File: config.mk
export PLATFORM = sky130hd
export DESIGN_NAME = hazard_ctrl_flat
export DESIGN_NICKNAME = d
export VERILOG_FILES = /design/src/rtl/hazard_ctrl_if.sv /design/src/rtl/hazard_ctrl.sv /design/src/flat_wrapper.sv
export SDC_FILE = /design/constraint.sdc
export NUM_CORES = 1
export LEC_CHECK = 0
export ABC_CLOCK_PERIOD_IN_PS = 2500
export CORE_MARGIN = 2
export CORE_UTILIZATION = 47
export CTS_CLUSTER_DIAMETER = 100
export DETAILED_ROUTE_END_ITERATION = 8
export PLACE_DENSITY = 0.79
export SLEW_MARGIN = 10
export SYNTH_ARGS = -nofsm -noshare
export SYNTH_HDL_FRONTEND = slang
export SYNTH_SLANG_ARGS = --single-unit
File: constraint.sdc
create_clock -name clk -period 2.5 [get_ports clk]
set_input_delay 0.25 -clock clk [delete_from_list [all_inputs] [get_ports clk]]
set_output_delay 0.25 -clock clk [all_outputs]
set_load 0.01 [all_outputs]
File: src/rtl/hazard_ctrl_if.sv
// Pipeline hazard-control bundle: ID/EX hazard inputs, memory status and the
// stall/flush/bubble controls plus performance counters.
interface hazard_ctrl_if;
  logic [4:0]  id_rs1;
  logic [4:0]  id_rs2;
  logic        id_uses_rs2;
  logic [4:0]  ex_rd;
  logic        ex_mem_read;
  logic        beq_pc_Sel;
  logic        mem_busy;

  logic        pc_write;
  logic        if_id_write;
  logic        ctrl_sgnl_sel;
  logic        If_id_flush;
  logic        pipe_hold;
  logic        mem_timeout;
  logic [15:0] stall_cnt;
  logic [15:0] flush_cnt;

  modport master (
    output id_rs1, id_rs2, id_uses_rs2, ex_rd, ex_mem_read, beq_pc_Sel, mem_busy,
    input  pc_write, if_id_write, ctrl_sgnl_sel, If_id_flush, pipe_hold,
           mem_timeout, stall_cnt, flush_cnt
  );

  modport slave (
    input  id_rs1, id_rs2, id_uses_rs2, ex_rd, ex_mem_read, beq_pc_Sel, mem_busy,
    output pc_write, if_id_write, ctrl_sgnl_sel, If_id_flush, pipe_hold,
           mem_timeout, stall_cnt, flush_cnt
  );
endinterface

File: src/rtl/hazard_ctrl.sv
// Pipeline hazard controller: load-use bubbles, taken-branch flushes, memory
// freeze with wait timeout, and saturating stall/flush counters.
//
// state        | meaning
// ST_RUN       | normal flow; load-use / branch / mem_busy resolved combinationally
// ST_MEM_WAIT  | memory busy, pipeline frozen, r_wcnt counts wait cycles
// ST_ERROR     | memory wait exceeded WAIT_MAX; frozen until rst
module hazard_ctrl #(
  parameter int WAIT_MAX = 255
) (
  input  logic         clk,
  input  logic         rst,
  hazard_ctrl_if.slave hz
);

  localparam logic [7:0]  WAIT_MAX_C = WAIT_MAX[7:0];
  localparam logic [15:0] CNT_SAT    = 16'hFFFF;

  typedef enum logic [1:0] {
    ST_RUN      = 2'd0,
    ST_MEM_WAIT = 2'd1,
    ST_ERROR    = 2'd2
  } state_t;

  state_t      r_state;
  state_t      w_state_nxt;
  state_t      w_state_eff;
  logic [7:0]  r_wcnt;
  logic [7:0]  w_wcnt_nxt;
  logic [15:0] r_stall_cnt;
  logic [15:0] r_flush_cnt;

  logic        w_load_use;
  logic        w_pc_write;
  logic        w_if_id_write;
  logic        w_ctrl_sel;
  logic        w_flush;
  logic        w_hold;
  logic        w_timeout;
  logic        w_stall_inc;
  logic        w_flush_inc;

  // While rst is high the outputs behave as in RUN, whatever the stored state.
  assign w_state_eff = rst ? ST_RUN : r_state;

  assign w_load_use = hz.ex_mem_read && (hz.ex_rd != 5'd0) &&
                      ((hz.ex_rd == hz.id_rs1) ||
                       (hz.id_uses_rs2 && (hz.ex_rd == hz.id_rs2)));

  always_ff @(posedge clk) begin
    if (rst) begin
      r_state <= ST_RUN;
      r_wcnt  <= 8'd0;
    end else begin
      r_state <= w_state_nxt;
      r_wcnt  <= w_wcnt_nxt;
    end
  end

  always_comb begin
    w_state_nxt   = r_state;
    w_wcnt_nxt    = r_wcnt;
    w_pc_write    = 1'b1;
    w_if_id_write = 1'b1;
    w_ctrl_sel    = 1'b1;
    w_flush       = 1'b0;
    w_hold        = 1'b0;
    w_timeout     = 1'b0;

    case (w_state_eff)
      ST_ERROR: begin
        w_pc_write    = 1'b0;
        w_if_id_write = 1'b0;
        w_ctrl_sel    = 1'b0;
        w_hold        = 1'b1;
        w_timeout     = 1'b1;
        w_state_nxt   = ST_ERROR;
      end

      ST_RUN, ST_MEM_WAIT: begin
        if (hz.mem_busy) begin
          w_pc_write    = 1'b0;
          w_if_id_write = 1'b0;
          w_hold        = 1'b1;
          if (w_state_eff == ST_RUN) begin
            w_state_nxt = ST_MEM_WAIT;
            w_wcnt_nxt  = 8'd1;
          end else if (r_wcnt == WAIT_MAX_C) begin
            w_state_nxt = ST_ERROR;
          end else begin
            w_wcnt_nxt  = r_wcnt + 8'd1;
          end
        end else begin
          w_state_nxt = ST_RUN;
          w_wcnt_nxt  = 8'd0;
          // A taken branch squashes the ID instruction, so its load-use stall is moot.
          if (hz.beq_pc_Sel) begin
            w_flush    = 1'b1;
            w_ctrl_sel = 1'b0;
          end else if (w_load_use) begin
            w_pc_write    = 1'b0;
            w_if_id_write = 1'b0;
            w_ctrl_sel    = 1'b0;
          end
        end
      end

      default: begin
        w_state_nxt = ST_RUN;
        w_wcnt_nxt  = 8'd0;
      end
    endcase
  end

  assign w_stall_inc = !w_pc_write && (w_state_eff != ST_ERROR) && (r_stall_cnt != CNT_SAT);
  assign w_flush_inc = w_flush && (r_flush_cnt != CNT_SAT);

  always_ff @(posedge clk) begin
    if (rst) begin
      r_stall_cnt <= 16'd0;
      r_flush_cnt <= 16'd0;
    end else begin
      if (w_stall_inc) r_stall_cnt <= r_stall_cnt + 16'd1;
      if (w_flush_inc) r_flush_cnt <= r_flush_cnt + 16'd1;
    end
  end

  assign hz.pc_write      = w_pc_write;
  assign hz.if_id_write   = w_if_id_write;
  assign hz.ctrl_sgnl_sel = w_ctrl_sel;
  assign hz.If_id_flush   = w_flush;
  assign hz.pipe_hold     = w_hold;
  assign hz.mem_timeout   = w_timeout;
  assign hz.stall_cnt     = r_stall_cnt;
  assign hz.flush_cnt     = r_flush_cnt;

endmodule
File: src/flat_wrapper.sv
// flat-port wrapper written by rule: the top's interface ports become plain ports
module hazard_ctrl_flat 
#(
  parameter int WAIT_MAX = 255
)
  (clk, rst, hz_id_rs1, hz_id_rs2, hz_id_uses_rs2, hz_ex_rd, hz_ex_mem_read, hz_beq_pc_Sel, hz_mem_busy, hz_pc_write, hz_if_id_write, hz_ctrl_sgnl_sel, hz_If_id_flush, hz_pipe_hold, hz_mem_timeout, hz_stall_cnt, hz_flush_cnt);
  hazard_ctrl_if hz_i ();
  input  logic clk;
  input  logic rst;
  input wire logic [$bits(hz_i.id_rs1)-1:0] hz_id_rs1;
  input wire logic [$bits(hz_i.id_rs2)-1:0] hz_id_rs2;
  input wire logic [$bits(hz_i.id_uses_rs2)-1:0] hz_id_uses_rs2;
  input wire logic [$bits(hz_i.ex_rd)-1:0] hz_ex_rd;
  input wire logic [$bits(hz_i.ex_mem_read)-1:0] hz_ex_mem_read;
  input wire logic [$bits(hz_i.beq_pc_Sel)-1:0] hz_beq_pc_Sel;
  input wire logic [$bits(hz_i.mem_busy)-1:0] hz_mem_busy;
  output wire logic [$bits(hz_i.pc_write)-1:0] hz_pc_write;
  output wire logic [$bits(hz_i.if_id_write)-1:0] hz_if_id_write;
  output wire logic [$bits(hz_i.ctrl_sgnl_sel)-1:0] hz_ctrl_sgnl_sel;
  output wire logic [$bits(hz_i.If_id_flush)-1:0] hz_If_id_flush;
  output wire logic [$bits(hz_i.pipe_hold)-1:0] hz_pipe_hold;
  output wire logic [$bits(hz_i.mem_timeout)-1:0] hz_mem_timeout;
  output wire logic [$bits(hz_i.stall_cnt)-1:0] hz_stall_cnt;
  output wire logic [$bits(hz_i.flush_cnt)-1:0] hz_flush_cnt;
  assign hz_i.id_rs1 = hz_id_rs1;
  assign hz_i.id_rs2 = hz_id_rs2;
  assign hz_i.id_uses_rs2 = hz_id_uses_rs2;
  assign hz_i.ex_rd = hz_ex_rd;
  assign hz_i.ex_mem_read = hz_ex_mem_read;
  assign hz_i.beq_pc_Sel = hz_beq_pc_Sel;
  assign hz_i.mem_busy = hz_mem_busy;
  assign hz_pc_write = hz_i.pc_write;
  assign hz_if_id_write = hz_i.if_id_write;
  assign hz_ctrl_sgnl_sel = hz_i.ctrl_sgnl_sel;
  assign hz_If_id_flush = hz_i.If_id_flush;
  assign hz_pipe_hold = hz_i.pipe_hold;
  assign hz_mem_timeout = hz_i.mem_timeout;
  assign hz_stall_cnt = hz_i.stall_cnt;
  assign hz_flush_cnt = hz_i.flush_cnt;
  hazard_ctrl #(.WAIT_MAX(WAIT_MAX)) u_core (.clk(clk), .rst(rst), .hz(hz_i));
endmodule
==> After elaboration in Yosys (flattened, before gate mapping) <==
Index checks and enable logic that the tools add are counted.
{ "op_classes": {"eq_ne": 10, "n_reduce_logical": 12, "bitwise": 1, "muxes": 22, "n_addsub": 3} }
{ "op_table": {"columns": ["cell", "n"], "rows": [
  ["$add A16 B1 Y16 const B", 2],
  ["$ne A16 B16 Y1 const B", 2],
  ["$mux W8", 3],
  ["$pmux W8 S2", 1],
  ["$eq A5 B5 Y1", 2],
  ["$mux W1", 10],
  ["$add A8 B1 Y8 const B", 1],
  ["$eq A8 B8 Y1 const B", 1],
  ["$mux W2", 4],
  ["$logic_and A1 B1 Y1", 6],
  ["$pmux W1 S2", 3],
  ["$reduce_bool A5 Y1", 1],
  ["$ne A4 B2 Y1 const B", 1],
  ["$ne A4 B3 Y1 const B", 1],
  ["$pmux W2 S2", 1],
  ["$eq A2 B1 Y1 const B", 1],
  ["$eq A2 B2 Y1 const B", 1],
  ["$logic_not A2 Y1", 1],
  ["$ne A2 B2 Y1 const B", 1],
  ["$reduce_and A2 Y1", 1],
  ["$reduce_or A2 Y1", 1],
  ["$logic_not A1 Y1", 1],
  ["$logic_or A1 B1 Y1", 1],
  ["$not A1 Y1", 1]
]} }
{ "word_totals": {"out_inout_bits": 38, "reg_bits": 42, "input_bits": 21, "wordCells": 52} }

==> Depth between registers and ports, before layout <==
Gate-level depths: netlist of the first run.
{ "depth": {"word_depth": 11, "mapped_depth": 8, "ltp_nobuf": 8} }

==> Least setup slack after synthesis of the first run <==
Ideal clock, no wire load.
{ "synth_path": {"path_kind": "input to register", "from": "input port hz_ex_rd[4]", "to": "register u_core.r_stall_cnt[15] (netlist: u_core.hz.stall_cnt[15])", "slack_ns": 0.294, "cell_stages": 7, "t_required_ns": 2.377, "n_path_buf": 0, "arrival_ns": 2.083, "setup_time_ns": 0.123, "cell_sequence": "xor2_1 -> nor4_1 -> a32oi_1 -> o41a_1 -> nor4b_4 -> nand4_1 -> mux2_1"} }
{ "synth_via": {"elab_chain_cells": 11, "word_cells_on_any_way": 14, "cone_classes": "eq/ne: 2; mux: 4; reduce/logical: 8"} }
{ "synth_rtl": {"columns": ["item", "line_no", "text"], "rows": [
  ["from (decl)", "flat_wrapper.sv:13", "input wire logic [$bits(hz_i.ex_rd)-1:0] hz_ex_rd;"],
  ["$eq A5 B5 Y1", "hazard_ctrl.sv:48", "(hz.id_uses_rs2 && (hz.ex_rd == hz.id_rs2)));"],
  ["$logic_and A1 B1 Y1", "hazard_ctrl.sv:48", null],
  ["$logic_or A1 B1 Y1", "hazard_ctrl.sv:47", "((hz.ex_rd == hz.id_rs1) ||"],
  ["$logic_and A1 B1 Y1 *", "hazard_ctrl.sv:46", "assign w_load_use = hz.ex_mem_read && (hz.ex_rd != 5'd0) &&"],
  ["$mux W1 *", "hazard_ctrl.sv:100", "end else if (w_load_use) begin"],
  ["$mux W1 *", "hazard_ctrl.sv:97", "if (hz.beq_pc_Sel) begin"],
  ["$mux W1 *", "hazard_ctrl.sv:81", "if (hz.mem_busy) begin"],
  ["$pmux W1 S2 *", "hazard_ctrl.sv:70", "case (w_state_eff)"],
  ["$logic_not A1 Y1 *", "hazard_ctrl.sv:115", "assign w_stall_inc = !w_pc_write && (w_state_eff != ST_ERROR) && (r_stall_cnt != CNT_SAT);"],
  ["$logic_and A1 B1 Y1 * (2 in a row)", "hazard_ctrl.sv:115", null],
  ["to (signal assigned)", "hazard_ctrl.sv:123", "if (w_stall_inc) r_stall_cnt <= r_stall_cnt + 16'd1;"],
  ["to (decl)", "hazard_ctrl.sv:30", "logic [15:0] r_stall_cnt;"]
]} }
Mark *: on every way between the ends. The rest lies on a longest branch, timed or not.
A chain may end at the register's enable or synchronous reset.

==> Worst setup path after layout of the first run <==
{ "layout_path": {"from": "input port hz_ex_rd[0]", "to": "register u_core.r_stall_cnt[15] (netlist: u_core.hz.stall_cnt[15])"} }
The elaborated chain is that of the path after synthesis.

==> impl_metrics.tcl, run 1 <==
set metrics [dict create \
    grt_pass1_wl_um 8140 \
    startpoint_type "primary input" \
    final_cell_mix "clkdlybuf4s50_1, dfxtp_1, nor2_1" \
    cts_buffers 5 \
    reg2reg_setup_slack_ns 0.38 \
    core_mm2 0.00429 \
    clkPwrFrac_pct 34.2 \
    required_ns 2.68 \
    drt-total-wl_um 4810 \
    maxSlewHeadroom_pct 62.5 \
    async_reset_ff_share_pct 0 \
    die_y_um 70.4 \
    ys_warn_count 0 \
    r2r_end "u_core.hz.stall_cnt[15]" \
    synth_edf_count 0 \
    hpwl_um 3530 \
    routedWlPerCell_um 13.0 \
    critical_path_arrival_ns 2.55 \
    drtAntennaViolNets 0 \
    synth_seq_area_share_pct 40.6 \
    place_ws_ns -0.242 \
    r2r-start "u_core.hz.stall_cnt[6]" \
    rsz0062_at_grt "no" \
    grt_max_degree 25 \
    crit_path_max_fanout 3 \
    layout_commonest_cell "clkdlybuf4s50_1" \
    hold_depth 2 \
    maxCapViolations 0 \
    worstHoldPathType "reg -> reg" \
    endpoint_kind "flip-flop" \
    fin_util_pct 67.5 \
    rr_worst_depth 7 \
    start_util_pct 48.3 \
    holdPathEnd "u_core.r_wcnt[6]" \
    ys_ff_latch 42 \
    dr.pass1.iters 4 \
    grt_overflow 0 \
    setup_violations 0 \
    synth_nets 270 \
    die-area_mm2 0.00496 \
    ir_worst_vdd_mv 0.298 \
    h-tree-depth 2 \
    drcViolationCount 0 \
    grt_pass1_vias 1821 \
    p_switching_uw 299 \
    period_minus_slack_ns 2.37 \
    clock-sinks 42 \
    fp.dieW_um 70.4 \
    worstMarginPinSlew_ns 0.559 \
    via_per_inst 5.36 \
    final.setup.tns_ns 0 \
    hold_viol 0 \
    slew_viol_final 0 \
    clockRootBuffer "clkbuf_8" \
    synthesis.instances 246 \
    num_antenna_cells 0 \
    grt_usage_pct 20.1 \
    comb_power_share_pct 10.8 \
    fin_ws_ns 0.135 \
    p_per_area_mw_per_mm2 431 \
    finClkSkew_ns 0.0125 \
    cellLeakagePower_uw 0.00105 \
    core.rowCount 24 \
    insertion_delay_ns 0.29 \
    p_int_uw 949 \
    netSwitchingFraction_pct 24.0 \
    dr_total_vias 1990 \
    area_growth_pct 39.7 \
    crit_type "in -> reg" \
    portBuffers 58 \
    dpl.cell_count 363 \
    netlist_area_mm2 0.00207 \
    nNetsFinal 342 \
    path_clk_slew_ns 0.08 \
    boundaryPins 59 \
    clockBufferDepth 2 \
    ys_dominant_reg_cell "dfxtp_1" \
    cts_hold_buf 0 \
    post-route-period-util_pct 94.6 \
    gp_congestion 0.782 \
    hold_start "u_core.r_wcnt[6]" \
    antenna_found_initial 0 \
    status "complete, no violations" \
    seqPwrFrac_pct 55.0 \
    drive_gt1_share_pct 8.46 \
    cts_tree "done" \
    drt_first_iter_violations 72 \
    layout.cells.non_filler 371 \
    syn_avg_cell_area_um2 8.43 \
    fmax_mhz 423 \
    ys_types 42 \
]
[flip-flops by register name, indices dropped and copies added (netlist names)]
signal,count
u_core.hz.stall_cnt,16
u_core.hz.flush_cnt,16
u_core.r_state,2
u_core.r_wcnt,8
[worst max-delay path: stages]
cell,delay (ns)
clkdlybuf4s50_1,0.45
buf_4,0.15
xor2_1,0.15
nor3_1,0.20
a32oi_1,0.12
o41a_1,0.42
nor4b_4,0.31
nand4_1,0.16
mux2_1,0.34
[final cells by class]
class / instances / area (µm²)
Fill cell: 368 / 1400
Multi-Input combinational cell: 190 / 1190
Sequential cell: 42 / 841
Timing Repair Buffer: 72 / 689
Clock buffer: 6 / 72.6
Tap cell: 52 / 65.1
Inverter: 7 / 26.3
Clock inverter: 2 / 13.8
[how the worst max path moves through the flow]
| stage | start | end | slack (ns) | cells after the start |
|---|---|---|---|---|
| floorplan | hz_ex_rd[4] | u_core.hz.stall_cnt[15] | 0.29 | 7 |
| global placement | hz_ex_rd[0] | hz_if_id_write | -0.16 | 6 |
| detailed placement | hz_ex_rd[2] | u_core.hz.stall_cnt[15] | -0.24 | 8 |
| CTS | hz_ex_rd[4] | u_core.hz.stall_cnt[15] | 0.06 | 8 |
| global route | hz_ex_rd[0] | u_core.hz.stall_cnt[5] | 0.01 | 10 |
| finish | hz_ex_rd[0] | u_core.hz.stall_cnt[15] | 0.13 | 9 |
[power by group through the flow]
| stage | Combinational [µW] | Clock (µW) | Sequential, µW |
|---|---|---|---|
| finish | 135 | 427 | 686 |
| global route | 149 | 463 | 688 |
| CTS | 136 | 444 | 686 |
| detailed placement | 137 | 0 | 702 |
| global placement | 134 | 0 | 702 |
| floorplan | 55.8 | 0 | 703 |
[synthesized netlist by cell type (all sizes together) (2+ instances only)]
cell type | n | area share (%)
a21oi | 8 | 1.9
a31o | 2 | 0.85
a31oi | 2 | 0.60
and3 | 5 | 1.5
clkbuf | 6 | 1.1
dfxtp | 42 | 41
ha | 3 | 1.8
inv | 7 | 1.3
nand2 | 19 | 3.4
nand2b | 3 | 0.91
nand3 | 7 | 1.7
nand3b | 2 | 0.72
nand4 | 12 | 3.6
nor2 | 40 | 7.2
nor2b | 2 | 0.60
nor3 | 10 | 2.4
nor4 | 6 | 1.8
nor4b | 2 | 1.6
o21ai | 9 | 2.2
or3 | 4 | 1.2
xnor2 | 13 | 5.5
xor2 | 23 | 9.7
[cells by family after synthesis]
group,count (synthesis),share of synthesized area [%]
and+or+nand+nor,116,28.2
DFF,42,40.6
xor gates and xnor gates,36,15.2
AOI/OAI and AO/OA,33,10.5
buffers and inverters,14,2.72
adders and majority gates,3,1.81
muxes,2,1.03
[timing repair]
action	in CTS	in global routing
endpoints found under the setup margin	3	7
setup buffers	0	0
resized for setup	4	5
pin swaps	0	1
[through the flow]
step                      power, µW  cell area [µm²]  hold WS [ns]
after floorplan                 759             2070         0.417
after global placement          836             2790         0.466
after detailed placement        839             2790         0.478
after CTS                      1270             2880         0.493
after global routing           1300             2900         0.533
final                          1250             2900         0.493
[layer usage]
layer | up-vias | GRT usage (%) | wire [µm]
li1 | 1006 | - | -
met1 | 931 | 24.7 | 2140
met2 | 48 | 34.4 | 2340
met3 | 5 | 5.48 | 283
met4 | 0 | 5.77 | 49
met5 | - | 0 | 0
(Power assumes the default switching activity.)
==> run 2: changes to the inputs <==
--- a/config.mk
+++ b/config.mk
@@ -5,13 +5,14 @@
 export SDC_FILE = /design/constraint.sdc
 export NUM_CORES = 1
 export LEC_CHECK = 0
+export ABC_AREA = 1
 export ABC_CLOCK_PERIOD_IN_PS = 2500
 export CORE_MARGIN = 2
-export CORE_UTILIZATION = 47
+export CORE_UTILIZATION = 50
 export CTS_CLUSTER_DIAMETER = 100
 export DETAILED_ROUTE_END_ITERATION = 8
-export PLACE_DENSITY = 0.79
-export SLEW_MARGIN = 10
+export PLACE_DENSITY = 0.8
+export SLEW_MARGIN = 20
 export SYNTH_ARGS = -nofsm -noshare
 export SYNTH_HDL_FRONTEND = slang
 export SYNTH_SLANG_ARGS = --single-unit
==> impl_metrics.tcl, run 2 <==
set metrics [dict create \
    cellLeakagePower_uw 0.00124 \
    clockRootBuffer "clkbuf_8" \
    final_cell_mix "nand2_1, clkdlybuf4s50_1, nor2_1" \
    num_antenna_cells 0 \
    post_cts_resized 0 \
    clkPwrFrac_pct 35.9 \
    maxCapViolations 0 \
    yosys.area.top_type "dfxtp_1" \
    netlist_area_mm2 0.00253 \
    core_mm2 0.00479 \
    drtAntennaViolNets 0 \
    drive_gt1_share_pct 7.35 \
    rsz0062_at_grt "no" \
    portBuffers 58 \
    finalPower_uw 1290 \
    worst_path_most_repeated_cell "clkdlybuf4s50_1" \
    via_per_inst 5.12 \
    grt_pass1_wl_um 10400 \
    grt_overflow 0 \
    worstMarginPinSlew_ns 0.569 \
    fin_util_pct 68.3 \
    postCtsSetupRepairBufs 0 \
    synth_most_common_cell "nand2_1" \
    synth_seq_area_share_pct 33.2 \
    gp_congestion 0.916 \
    critPathMaxStageDelay_ns 0.59 \
    insertion_delay_ns 0.30 \
    hpwl_um 4510 \
    dr.pass1.iters 4 \
    ir_worst_vdd_mv 0.490 \
    post-route-period-util_pct 87.7 \
    die_y_um 75.1 \
    nNetsFinal 472 \
    fp.dieW_um 75.1 \
    drcViolationCount 0 \
    boundaryPins 59 \
    p_switching_uw 326 \
    slew_viol_final 0 \
    start_util_pct 52.9 \
    grt_usage_pct 23.3 \
    netSwitchingFraction_pct 25.2 \
    hold_viol 0 \
    period_minus_slack_ns 2.19 \
    routedWlPerCell_um 11.9 \
    worstHoldPathType "reg -> reg" \
    finClkSkew_ns 0.00603 \
    cp_cell_sequence "clkdlybuf4s50_1 > inv_2 > nand4_1 > o21ai_0 > inv_1 > nand3_1 > nand2_2 > o21ai_1 > clkdlybuf4s50_1" \
    fillers 444 \
    fmax_mhz 456 \
    core.rowCount 25 \
    die-area_mm2 0.00564 \
    final.setup.tns_ns 0 \
    ys_top_cells_by_area "dfxtp_1, nand2_1, a21oi_1" \
    ys_types 33 \
    cts_buffers 5 \
    clockBufferDepth 2 \
    startpoint_type "primary input" \
    crit_type "in -> out" \
    register_area_um2 841 \
    maxSlewHeadroom_pct 61.7 \
    synth_nets 413 \
    status "complete, no violations" \
    drt_first_iter_violations 160 \
    cts_hold_buf 0 \
    synth_top_area_share_pct 33.2 \
    ys_ff_latch 42 \
    slowest_stage "clkdlybuf4s50_1" \
    grt_max_degree 28 \
    comb_power_share_pct 11.3 \
    crit_path_max_fanout 4 \
    layout_commonest_cell "nand2_1" \
    grt_pass1_vias 2417 \
    dr_total_vias 2640 \
    synth_edf_count 0 \
    p_per_area_mw_per_mm2 396 \
    netlist_top_cells_count "nand2_1, nor2_1, dfxtp_1" \
    ys_dominant_reg_cell "dfxtp_1" \
    critical_path_arrival_ns 1.94 \
    async_reset_ff_share_pct 0 \
    seqPwrFrac_pct 52.8 \
    drt-total-wl_um 6140 \
    endpoint_kind "output port" \
    place_ws_ns 0.297 \
    fin_ws_ns 0.307 \
    p_int_uw 968 \
    area_growth_pct 29.1 \
    syn_avg_cell_area_um2 6.50 \
    multi_input_area_mm2 0.00145 \
    h-tree-depth 2 \
    path_clk_slew_ns 0.08 \
    cts_tree "done" \
    clock-sinks 42 \
    synthesis.instances 389 \
    setup_violations 0 \
    required_ns 2.25 \
    ys_warn_count 0 \
    antenna_found_initial 0 \
]
run 2: area by class of cell:
class                      count  share of cell area (%)
sequential                    42                    25.7
tap                           67                    2.57
inverter                      51                    5.86
clock inverter                 2                   0.383
multi-input combinational    286                    44.2
clock buffer                   6                    2.53
timing repair buffer          62                    18.7
run 2: stage by stage:
stage,instances,instance area (µm²),hold WS (ns)
floorplan,389,2530,0.437
global placement,508,3170,0.451
CTS,516,3270,0.473
global route,516,3270,0.499
detailed placement,508,3170,0.460
finish,516,3270,0.469
run 2: cell families (layout without fill, tap and decap cells):
family | Yosys count | in the layout | share of synthesized area [%]
xor+xnor | 21 | 21 | 7.27
compound gates | 50 | 50 | 10.3
flops | 42 | 42 | 33.2
buf+inv | 61 | 121 | 9.64
simple gates | 212 | 212 | 38.1
fa+ha+maj | 3 | 3 | 1.48
run 2: worst paths after layout:
check | endpoint | from | cells after the start | slack, ns
hold / removal | u_core.r_wcnt[6] | u_core.r_wcnt[6] | 2 | 0.47
setup reg to reg | u_core.hz.stall_cnt[1] | u_core.hz.stall_cnt[0] | 9 | 0.55
hold reg to reg | u_core.r_wcnt[6] | u_core.r_wcnt[6] | 2 | 0.47
setup / recovery | hz_if_id_write | hz_ex_rd[0] | 9 | 0.31
run 2: metal layers:
layer	track usage, %	routed length, µm	up-vias
met5	0	0	-
met4	5.85	61	0
met3	6.02	383	8
met2	39.9	2980	77
met1	29.3	2720	1176
li1	-	-	1379
run 2: power by group through the flow:
| stage | registers (µW) | logic (µW) | clock network [µW] |
|---|---|---|---|
| final | 684 | 146 | 465 |
| after CTS | 684 | 146 | 474 |
| after floorplan | 700 | 73.0 | 0 |
| after detailed placement | 699 | 145 | 0 |
| after global placement | 699 | 143 | 0 |
| after global routing | 685 | 164 | 505 |
run 2: critical path, delay by kind of cell:
kind | cells | cell delay (ns)
compound gates | 2 | 0.24
simple gates | 3 | 0.21
buf+inv | 4 | 1.22
==> run 3: changes to the inputs <==
--- a/config.mk
+++ b/config.mk
@@ -7,6 +7,7 @@
 export LEC_CHECK = 0
 export ABC_AREA = 1
 export ABC_CLOCK_PERIOD_IN_PS = 2500
+export CAP_MARGIN = 20
 export CORE_MARGIN = 2
 export CORE_UTILIZATION = 50
 export CTS_CLUSTER_DIAMETER = 100
==> results of run 3 <==
Same layout as run 2: the final DEF is identical, and so are final timing and power.
